### src/rtl/prog_loader_pkg.sv
// Shared types and constants for the serial program loader.
package prog_loader_pkg;

  // Loader session states
  typedef enum logic [1:0] {
    IDLE  = 2'd0,
    SHIFT = 2'd1,
    WRITE = 2'd2,
    DONE  = 2'd3
  } state_t;

  localparam int unsigned SYNC_STAGES = 2;
  localparam int unsigned BYTE_BITS   = 8;
  localparam int unsigned BIT_CNT_W   = 3;

endpackage

### src/rtl/prog_loader_sync_edge.sv
// sync_edge: multi-flop synchronizer for one async pin, with an optional
// registered rising-edge pulse.
// Ports:
//   clk, rst_n : clock, synchronous active-low reset
//   d          : async input pin
//   q          : synchronized level (SYNC_STAGES clk latency)
//   rise       : one-clk pulse per rising edge of q, one clk after q rises
//                (tied low when EDGE_EN = 0)
module sync_edge
  import prog_loader_pkg::*;
#(
  parameter bit EDGE_EN = 1'b0
) (
  input  logic clk,
  input  logic rst_n,
  input  logic d,
  output logic q,
  output logic rise
);

  logic [SYNC_STAGES-1:0] sync_q;

  // Synchronizer chain
  always_ff @(posedge clk) begin
    if (!rst_n) begin
      sync_q <= '0;
    end else begin
      sync_q <= {sync_q[SYNC_STAGES-2:0], d};
    end
  end

  assign q = sync_q[SYNC_STAGES-1];

  generate
    if (EDGE_EN) begin : g_edge
      logic prev_q;
      logic rise_q;

      // Registered edge detect: total pin-to-pulse latency is SYNC_STAGES+1
      always_ff @(posedge clk) begin
        if (!rst_n) begin
          prev_q <= 1'b0;
          rise_q <= 1'b0;
        end else begin
          prev_q <= q;
          rise_q <= q & ~prev_q;
        end
      end

      assign rise = rise_q;
    end else begin : g_no_edge
      assign rise = 1'b0;
    end
  endgenerate

endmodule

### src/rtl/prog_loader.sv
// prog_loader: bit-serial loader for the nibble processor's program memory.
// Receives MSB-first bytes on (load_en, sclk, sdata), writes them to
// sequential addresses from 0 and holds the core in reset while loading.
// Ports:
//   clk, rst_n           : clock, synchronous active-low reset
//   load_en, sclk, sdata : async serial pins (session enable, bit clock, data)
//   wr_en/wr_addr/wr_data: one-clk program memory write strobe
//   cpu_hold             : holds the processor core in reset
//   byte_cnt             : bytes written in the current/last session
//   overflow             : sticky, more than DEPTH bytes seen in session
//   chksum               : mod-256 sum of written bytes
// Build option: LOADER_CHKSUM_EN enables the checksum accumulator; when
// undefined chksum is tied to zero.
module prog_loader
  import prog_loader_pkg::*;
#(
  parameter int unsigned ADDR_W = 12,
  parameter int unsigned DEPTH  = 256
) (
  input  logic              clk,
  input  logic              rst_n,
  input  logic              load_en,
  input  logic              sclk,
  input  logic              sdata,
  output logic              wr_en,
  output logic [ADDR_W-1:0] wr_addr,
  output logic [7:0]        wr_data,
  output logic              cpu_hold,
  output logic [ADDR_W-1:0] byte_cnt,
  output logic              overflow,
  output logic [7:0]        chksum
);

  // One extra bit so the address can stop at DEPTH even when DEPTH == 2**ADDR_W
  localparam int unsigned AW1 = ADDR_W + 1;

  state_t                 state_q, next_state;
  logic                   load_s;
  logic                   sdata_s;
  logic                   sclk_rise;
  logic                   load_rise_unused;
  logic                   sdata_rise_unused;
  logic                   sclk_s_unused;
  logic [BYTE_BITS-1:0]   shreg_q;
  logic [BIT_CNT_W-1:0]   bit_cnt_q;
  logic [AW1-1:0]         addr_q;

  logic                   start_c;
  logic                   shift_c;
  logic                   capture_c;
  logic                   room_c;
  logic [BYTE_BITS-1:0]   byte_c;

  // Input conditioning
  sync_edge #(.EDGE_EN(1'b1)) u_sync_sclk (
    .clk   (clk),
    .rst_n (rst_n),
    .d     (sclk),
    .q     (sclk_s_unused),
    .rise  (sclk_rise)
  );

  sync_edge #(.EDGE_EN(1'b0)) u_sync_load (
    .clk   (clk),
    .rst_n (rst_n),
    .d     (load_en),
    .q     (load_s),
    .rise  (load_rise_unused)
  );

  sync_edge #(.EDGE_EN(1'b0)) u_sync_sdata (
    .clk   (clk),
    .rst_n (rst_n),
    .d     (sdata),
    .q     (sdata_s),
    .rise  (sdata_rise_unused)
  );

  assign byte_c = {shreg_q[BYTE_BITS-2:0], sdata_s};
  assign room_c = addr_q < AW1'(DEPTH);

  // State register
  always_ff @(posedge clk) begin
    if (!rst_n) begin
      state_q <= IDLE;
    end else begin
      state_q <= next_state;
    end
  end

  // Next-state and control decode
  always_comb begin
    next_state = state_q;
    start_c    = 1'b0;
    shift_c    = 1'b0;
    capture_c  = 1'b0;
    case (state_q)
      IDLE: begin
        if (load_s) begin
          next_state = SHIFT;
          start_c    = 1'b1;
        end
      end
      SHIFT: begin
        // Session end wins over a coincident bit; a partial byte is dropped
        if (!load_s) begin
          next_state = DONE;
        end else if (sclk_rise) begin
          shift_c = 1'b1;
          if (bit_cnt_q == BIT_CNT_W'(BYTE_BITS - 1)) begin
            next_state = WRITE;
            capture_c  = 1'b1;
          end
        end
      end
      WRITE: begin
        next_state = load_s ? SHIFT : DONE;
      end
      DONE: begin
        next_state = IDLE;
      end
      default: begin
        next_state = IDLE;
      end
    endcase
  end

  // Datapath and registered outputs
  always_ff @(posedge clk) begin
    if (!rst_n) begin
      shreg_q   <= '0;
      bit_cnt_q <= '0;
      addr_q    <= '0;
      wr_en     <= 1'b0;
      wr_addr   <= '0;
      wr_data   <= '0;
      cpu_hold  <= 1'b0;
      byte_cnt  <= '0;
      overflow  <= 1'b0;
    end else begin
      wr_en    <= 1'b0;
      cpu_hold <= (next_state != IDLE);

      if (start_c) begin
        addr_q    <= '0;
        bit_cnt_q <= '0;
        byte_cnt  <= '0;
        overflow  <= 1'b0;
      end

      if (shift_c) begin
        shreg_q   <= byte_c;
        bit_cnt_q <= bit_cnt_q + BIT_CNT_W'(1);
      end

      // Strobe is launched on the 8th-bit edge so it is visible in WRITE
      if (capture_c && room_c) begin
        wr_en   <= 1'b1;
        wr_addr <= addr_q[ADDR_W-1:0];
        wr_data <= byte_c;
      end

      // WRITE cycle: commit the strobe, or flag the dropped byte
      if (state_q == WRITE) begin
        if (wr_en) begin
          addr_q   <= addr_q + AW1'(1);
          byte_cnt <= byte_cnt + ADDR_W'(1);
        end else begin
          overflow <= 1'b1;
        end
      end
    end
  end

`ifdef LOADER_CHKSUM_EN
  logic [7:0] chksum_q;

  // Sum of strobed bytes; new value visible the cycle after wr_en
  always_ff @(posedge clk) begin
    if (!rst_n) begin
      chksum_q <= '0;
    end else if (start_c) begin
      chksum_q <= '0;
    end else if (state_q == WRITE && wr_en) begin
      chksum_q <= chksum_q + wr_data;
    end
  end

  assign chksum = chksum_q;
`else
  assign chksum = 8'h00;
`endif

endmodule
### config.mk
export PLATFORM = sky130hd
export DESIGN_NAME = prog_loader
export DESIGN_NICKNAME = d
export VERILOG_FILES = /design/src/rtl/prog_loader_pkg.sv /design/src/rtl/prog_loader_sync_edge.sv /design/src/rtl/prog_loader.sv
export SDC_FILE = /design/constraint.sdc
export NUM_CORES = 1
export LEC_CHECK = 0
export ABC_AREA = 1
export CAP_MARGIN = 20
export CORE_MARGIN = 2
export CORE_UTILIZATION = 35
export DETAILED_ROUTE_END_ITERATION = 10
export PLACE_DENSITY = 0.54
export SYNTH_ARGS = -nofsm -noshare
export SYNTH_HDL_FRONTEND = slang
export SYNTH_SLANG_ARGS = --single-unit
### constraint.sdc
create_clock -name clk -period 1.7 [get_ports clk]
set_input_delay 0.17 -clock clk [delete_from_list [all_inputs] [get_ports clk]]
set_output_delay 0.17 -clock clk [all_outputs]
set_load 0.01 [all_outputs]
# Word level (Yosys, flattened, before mapping)
# Index checks and enable logic that the tools add are counted.
op_classes:
  addsub: 3
  n_mul: 0
  div_mod_pow: 0
  order_cmp: 1
  eq_ne: 4
  shift: 0
  muxes: 27
  bitwise: 2
  reduce_logical: 4
ops:
  columns: ["operator", "count"]
  rows:
  - ["$mux 13", 3]
  - ["$mux 12", 3]
  - ["$add 13x1->13 const B", 1]
  - ["$lt 13x9->1 const B", 1]
  - ["$mux 1", 13]
  - ["$add 12x1->12 const B", 1]
  - ["$mux 2", 5]
  - ["$pmux 2 s4", 1]
  - ["$mux 3", 2]
  - ["$eq 2x2->1 const B", 2]
  - ["$reduce_bool 2->1", 2]
  - ["$add 3x1->3 const B", 1]
  - ["$eq 3x3->1 const B", 1]
  - ["$eq 2x1->1 const B", 1]
  - ["$logic_not 2->1", 1]
  - ["$and 1x1->1", 1]
  - ["$logic_and 1x1->1", 1]
  - ["$not 1->1", 1]
word_totals:
  regBits: 68
  latch_bits: 0
  ram_bits: 0
  rom_bits: 0
  inputBits: 5
  out_inout_bits: 43
  word_cells: 56
  memories: 0

# Depth between registers and ports, before layout
logic_depth:
  depth_word: 7
  mapped_depth: 9
  depth_no_buf: 8

# Cells and area by module
# A second synthesis with hierarchy kept.
unflattened:
  hier_cells: 413
  area_unflattened_um2: 2956.6
modules_own_cells:
  columns: ["module", "instances", "cells_each", "area_per_inst_um2", "seq_area_each_um2"]
  rows:
  - ["prog_loader", 1, 386, 2715.1, 1201.2]
  - ["sync_edge at u_sync_load ...", 2, 8, 66.3, 40.0]
  - ["sync_edge at u_sync_sclk", 1, 11, 108.9, 80.1]

# Least setup slack after synthesis
# OpenSTA, ideal clock, no wires.
synth_path:
  path_type: "reg-to-reg"
  startpoint: "reg bit_cnt_q[0]"
  endpoint: "reg wr_addr[0]"
  setup_ns: 0.062
  t_arrival_ns: 1.521
  required_ns: 1.638
  setup_slack_ns: 0.117
  stages_incl_launch_ff: 10
  n_path_buf: 1
  synth_period_minus_slack_ns: 1.583
  cell_sequence: "dfxtp_1 > ha_1 > ha_1 > nand2_1 > nor3_4 > nand3_4 > inv_2 > buf_6 > nor2_1 > nor2_2"
synth_via:
  elab_chain_len: 6
synth_lines:
  columns: ["item", "line_no", "text"]
  rows:
  - ["start: declaration", "prog_loader.sv:45", "logic [BIT_CNT_W-1:0] bit_cnt_q;"]
  - ["start signal: assignment", "prog_loader.sv:153", "bit_cnt_q <= bit_cnt_q + BIT_CNT_W'(1);"]
  - ["$eq 3x3->1", "prog_loader.sv:110", "if (bit_cnt_q == BIT_CNT_W'(BYTE_BITS - 1)) begin"]
  - ["$mux 1", "prog_loader.sv:110", null]
  - ["$mux 1", "prog_loader.sv:108", "end else if (sclk_rise) begin"]
  - ["$mux 1", "prog_loader.sv:106", "if (!load_s) begin"]
  - ["$mux 1", "prog_loader.sv:97", "case (state_q)"]
  - ["$logic_and 1x1->1", "prog_loader.sv:157", "if (capture_c && room_c) begin"]
  - ["end signal: assignment", "prog_loader.sv:159", "wr_addr <= addr_q[ADDR_W-1:0];"]
  - ["end: declaration", "prog_loader.sv:26", "output logic [ADDR_W-1:0] wr_addr,"]
# Every way passes these cells.
# A chain may end at the register's enable or synchronous reset.

# Final worst setup path
layout_path:
  startpoint: "reg wr_en"
  endpoint: "out wr_en"
layout_lines:
  columns: ["item", "line_no", "text"]
  rows:
  - ["start: declaration", "prog_loader.sv:25", "output logic wr_en,"]
  - ["start signal: assignment", "prog_loader.sv:134", "wr_en <= 1'b0;"]
  - ["start signal: assignment", "prog_loader.sv:141", "wr_en <= 1'b0;"]
  - ["start signal: assignment", "prog_loader.sv:158", "wr_en <= 1'b1;"]
# No word-level cell between the ends.

==> results.tsv <==
metric	value	unit
status	completed	
post-synthesis register bit count	68	
highest-count cells in the layout ignoring fill and taps	nand2_1 (108), dfxtp_1 (68), nor2_1 (57)	
Hold Path Class	in -> reg	
Die Span Y	95.3	um
Crit path max-delay family	buffers and inverters	
Max stage delay cell, worst path	clkdlybuf4s50_1	
post-synthesis mux area share	0	
worst path arrival time	1.35	ns
critical path peak fanout	5	
Cell Rows	33	
Max-Cap Viols	0	
Initial Util	0.359	
DP HPWL	4940	um
Final Hold Viols	0	
final design utilization	0.462	
ordered list of cells on the worst path	clkdlybuf4s50_1	
path depth of the worst reg2reg path	8	
gr ovfl total	0	
sequential area share after synthesis	0.466	
reg2reg start	bit_cnt_q[0]	
critical path endpoint category	primary output	
Synth Area per Inst	7.18	um^2
routed length on met1	3340	um
Critical Path RT	1.53	ns
placed cells	559	
final instance area	0.00376	mm^2
Setup CP Type	reg -> out	
DRT antenna net count	0	
Leak	1.60	nW
Gate power share	0.051	
Synth Area in Simple Gates	0.347	
reg2reg end	wr_data[5]	
# H-tree levels	3	
share of cells above drive strength 1	0.106	
CTS Sinks	68	
GR Util All Layers	0.162	
VDD IR-drop max	0.560	mV
xor/xnor cell area share of the yosys netlist	0	
diode count	0	
met2 routed WL	3030	um
DR top layer	met4	
first-pass GRT wire length	11500	um
fill count	842	
CTS tree	yes	
dpl cell area	0.00352	mm^2
FMAX	0.657	GHz
RSZ-0062 raised after global routing	false	
Slew Viols, Final	0	
Synth Area in Adders	0.0171	
post-route clock period utilization	0.896	
Routed WL	6660	um
net switching power	0.760	mW
initial drt markers	150	
root buffer cell	clkbuf_8	
worst path bufs/invs	1	
CP max stage delay	0.58	ns
fin cells	577	
die area	0.00909	mm^2
Post-layout nets	476	
Clk network pwr share	0.459	
DRT Pass-1 Iters	4	
largest net degree at the start of global routing	31	
setup tns final	0	ns
switching fraction of total power	0.229	
Avg WL per Cell	11.5	um
number of CTS-inserted buffers	9	
DRC viols	0	
met3 wire len	207	um
hold path startpoint	sdata	
Vias/cell	4.62	
hold path endpoint	u_sync_sdata.sync_q[0]	
Synth Warn #	0	
Die W	95.3	um
GPL Wtd Cong	0.773	
io pins	48	
count of cell types in the netlist	29	
antenna violations before repair	0	
Min Clock Period, post-route	1.52	ns
clock-pin slew on the worst setup and hold paths	0.08	ns
vias	2666	
FF-to-FF setup slack	0.18	ns
CTS max path bufs	2	
clk_skew	0.00620	ns
cell area after synthesis	0.00292	mm^2
area delta synth->final	28.7	%
largest family of logic cells by synthesized area	simple AND/OR/NAND/NOR gates	
port buffer count	39	
CP Launch Type	register	
Seq pwr share	0.490	
P per Cell Area	882	mW/mm^2
Final setup viols	0	
commonest non-fill, non-tap cell in the layout	nand2_1	
compound-cell area share of the yosys netlist	0.0771	
hold path depth	3	
clock insertion delay at the later pin of the skew report	0.34	ns
Int Power	2.56	mW
number of global-route vias before repair	2521	
Placeable Area	0.00813	mm^2
cells after synthesis	407	
==> power by group through the flow <==
stage,combinational [mW],clock [mW],sequential (mW)
3_3_place_gp,0.171,0,1.66
2_1_floorplan,0.103,0,1.66
3_5_place_dp,0.170,0,1.66
5_1_grt,0.193,1.63,1.63
6_report,0.169,1.52,1.62
4_1_cts,0.171,1.55,1.62
==> synth_stat cells <==
library cell,count,area [um^2]
nand3_4,1,17.5
nor2_4,1,11.3
nand4_1,13,81.3
conb_1,1,3.75
clkbuf_1,2,7.51
nand2_1,108,405
buf_6,1,11.3
inv_2,3,11.3
a211oi_1,1,7.51
buf_1,4,15.0
nor2_1,57,214
nand3b_1,2,15.0
ha_1,4,50.1
nand3_1,34,170
a21oi_1,21,105
nor3b_1,1,7.51
buf_4,8,60.1
a22oi_1,1,7.51
nor3_1,6,30.0
o31ai_1,1,7.51
buf_2,4,20.0
a31oi_1,1,6.26
nor2_2,7,43.8
nor3_4,1,16.3
o21ai_0,17,85.1
o22ai_1,1,6.26
clkinv_1,1,3.75
inv_1,37,139
dfxtp_1,68,1360
==> cells by family after synthesis <==
kind of cell    after synthesis
flops                        68
other cells                   1
simple gates                231
fa+ha+maj                     4
buf+inv                      60
compound gates               43
==> through the flow <==
step                      setup slack, ns  power, mW  hold WS, ns
after CTS                           0.101       3.35        0.333
after detailed placement            0.103       1.83        0.377
after floorplan                     0.117       1.77        0.268
final                               0.177       3.31        0.345
after global routing              0.00914       3.44        0.347
after global placement              0.175       1.83        0.375
==> layer usage <==
metal | vias up | track usage
met5 | - | 0
met4 | 0 | 0.0737
met3 | 8 | 0.0285
met2 | 41 | 0.249
met1 | 1205 | 0.221
li1 | 1412 | -
==> layout make-up <==
| class | instances | area [um^2] | area share |
|---|---|---|---|
| flip-flops and latches | 68 | 1360 | 0.362 |
| clock buffers | 11 | 141 | 0.0376 |
| repair buffers | 61 | 568 | 0.151 |
| clock inverters | 5 | 82.6 | 0.0220 |
| well taps | 105 | 131 | 0.0350 |
| inverters | 41 | 156 | 0.0416 |
| multi-input cells | 286 | 1320 | 0.351 |
==> how the worst max path moves through the flow <==
stage | to | cells after the start | from
after global routing | wr_data[6] | 8 | bit_cnt_q[0]
final | wr_en | 1 | wr_en
after floorplan | wr_addr[0] | 9 | bit_cnt_q[0]
after global placement | byte_cnt[10] | 7 | rst_n
after CTS | wr_data[7] | 8 | bit_cnt_q[0]
after detailed placement | wr_addr[5] | 8 | bit_cnt_q[0]
==> registers in the layout, summed over array words and instances, names as in the netlist <==
register and cells:
addr_q 13, bit_cnt_q 3, byte_cnt 12, cpu_hold 1, overflow 1, shreg_q 7
state_q 2, u_sync_load.sync_q 2, u_sync_sclk.g_edge.prev_q 1, u_sync_sclk.rise 1, u_sync_sclk.sync_q 2, u_sync_sdata.sync_q 2
wr_addr 12, wr_data 8, wr_en 1
==> timing repair <==
action,in CTS,in global routing
endpoints found under the hold margin,0,0
endpoints found under the setup margin,0,17
setup buffers,0,2
hold buffers,0,0
gates resized for setup,0,1
==> worst min-delay path, cell delays in order <==
cell and delay [ns]:
clkdlybuf4s50_1 0.39, nand2_1 0.06, inv_1 0.03
Power figures use the tool's default switching activity.
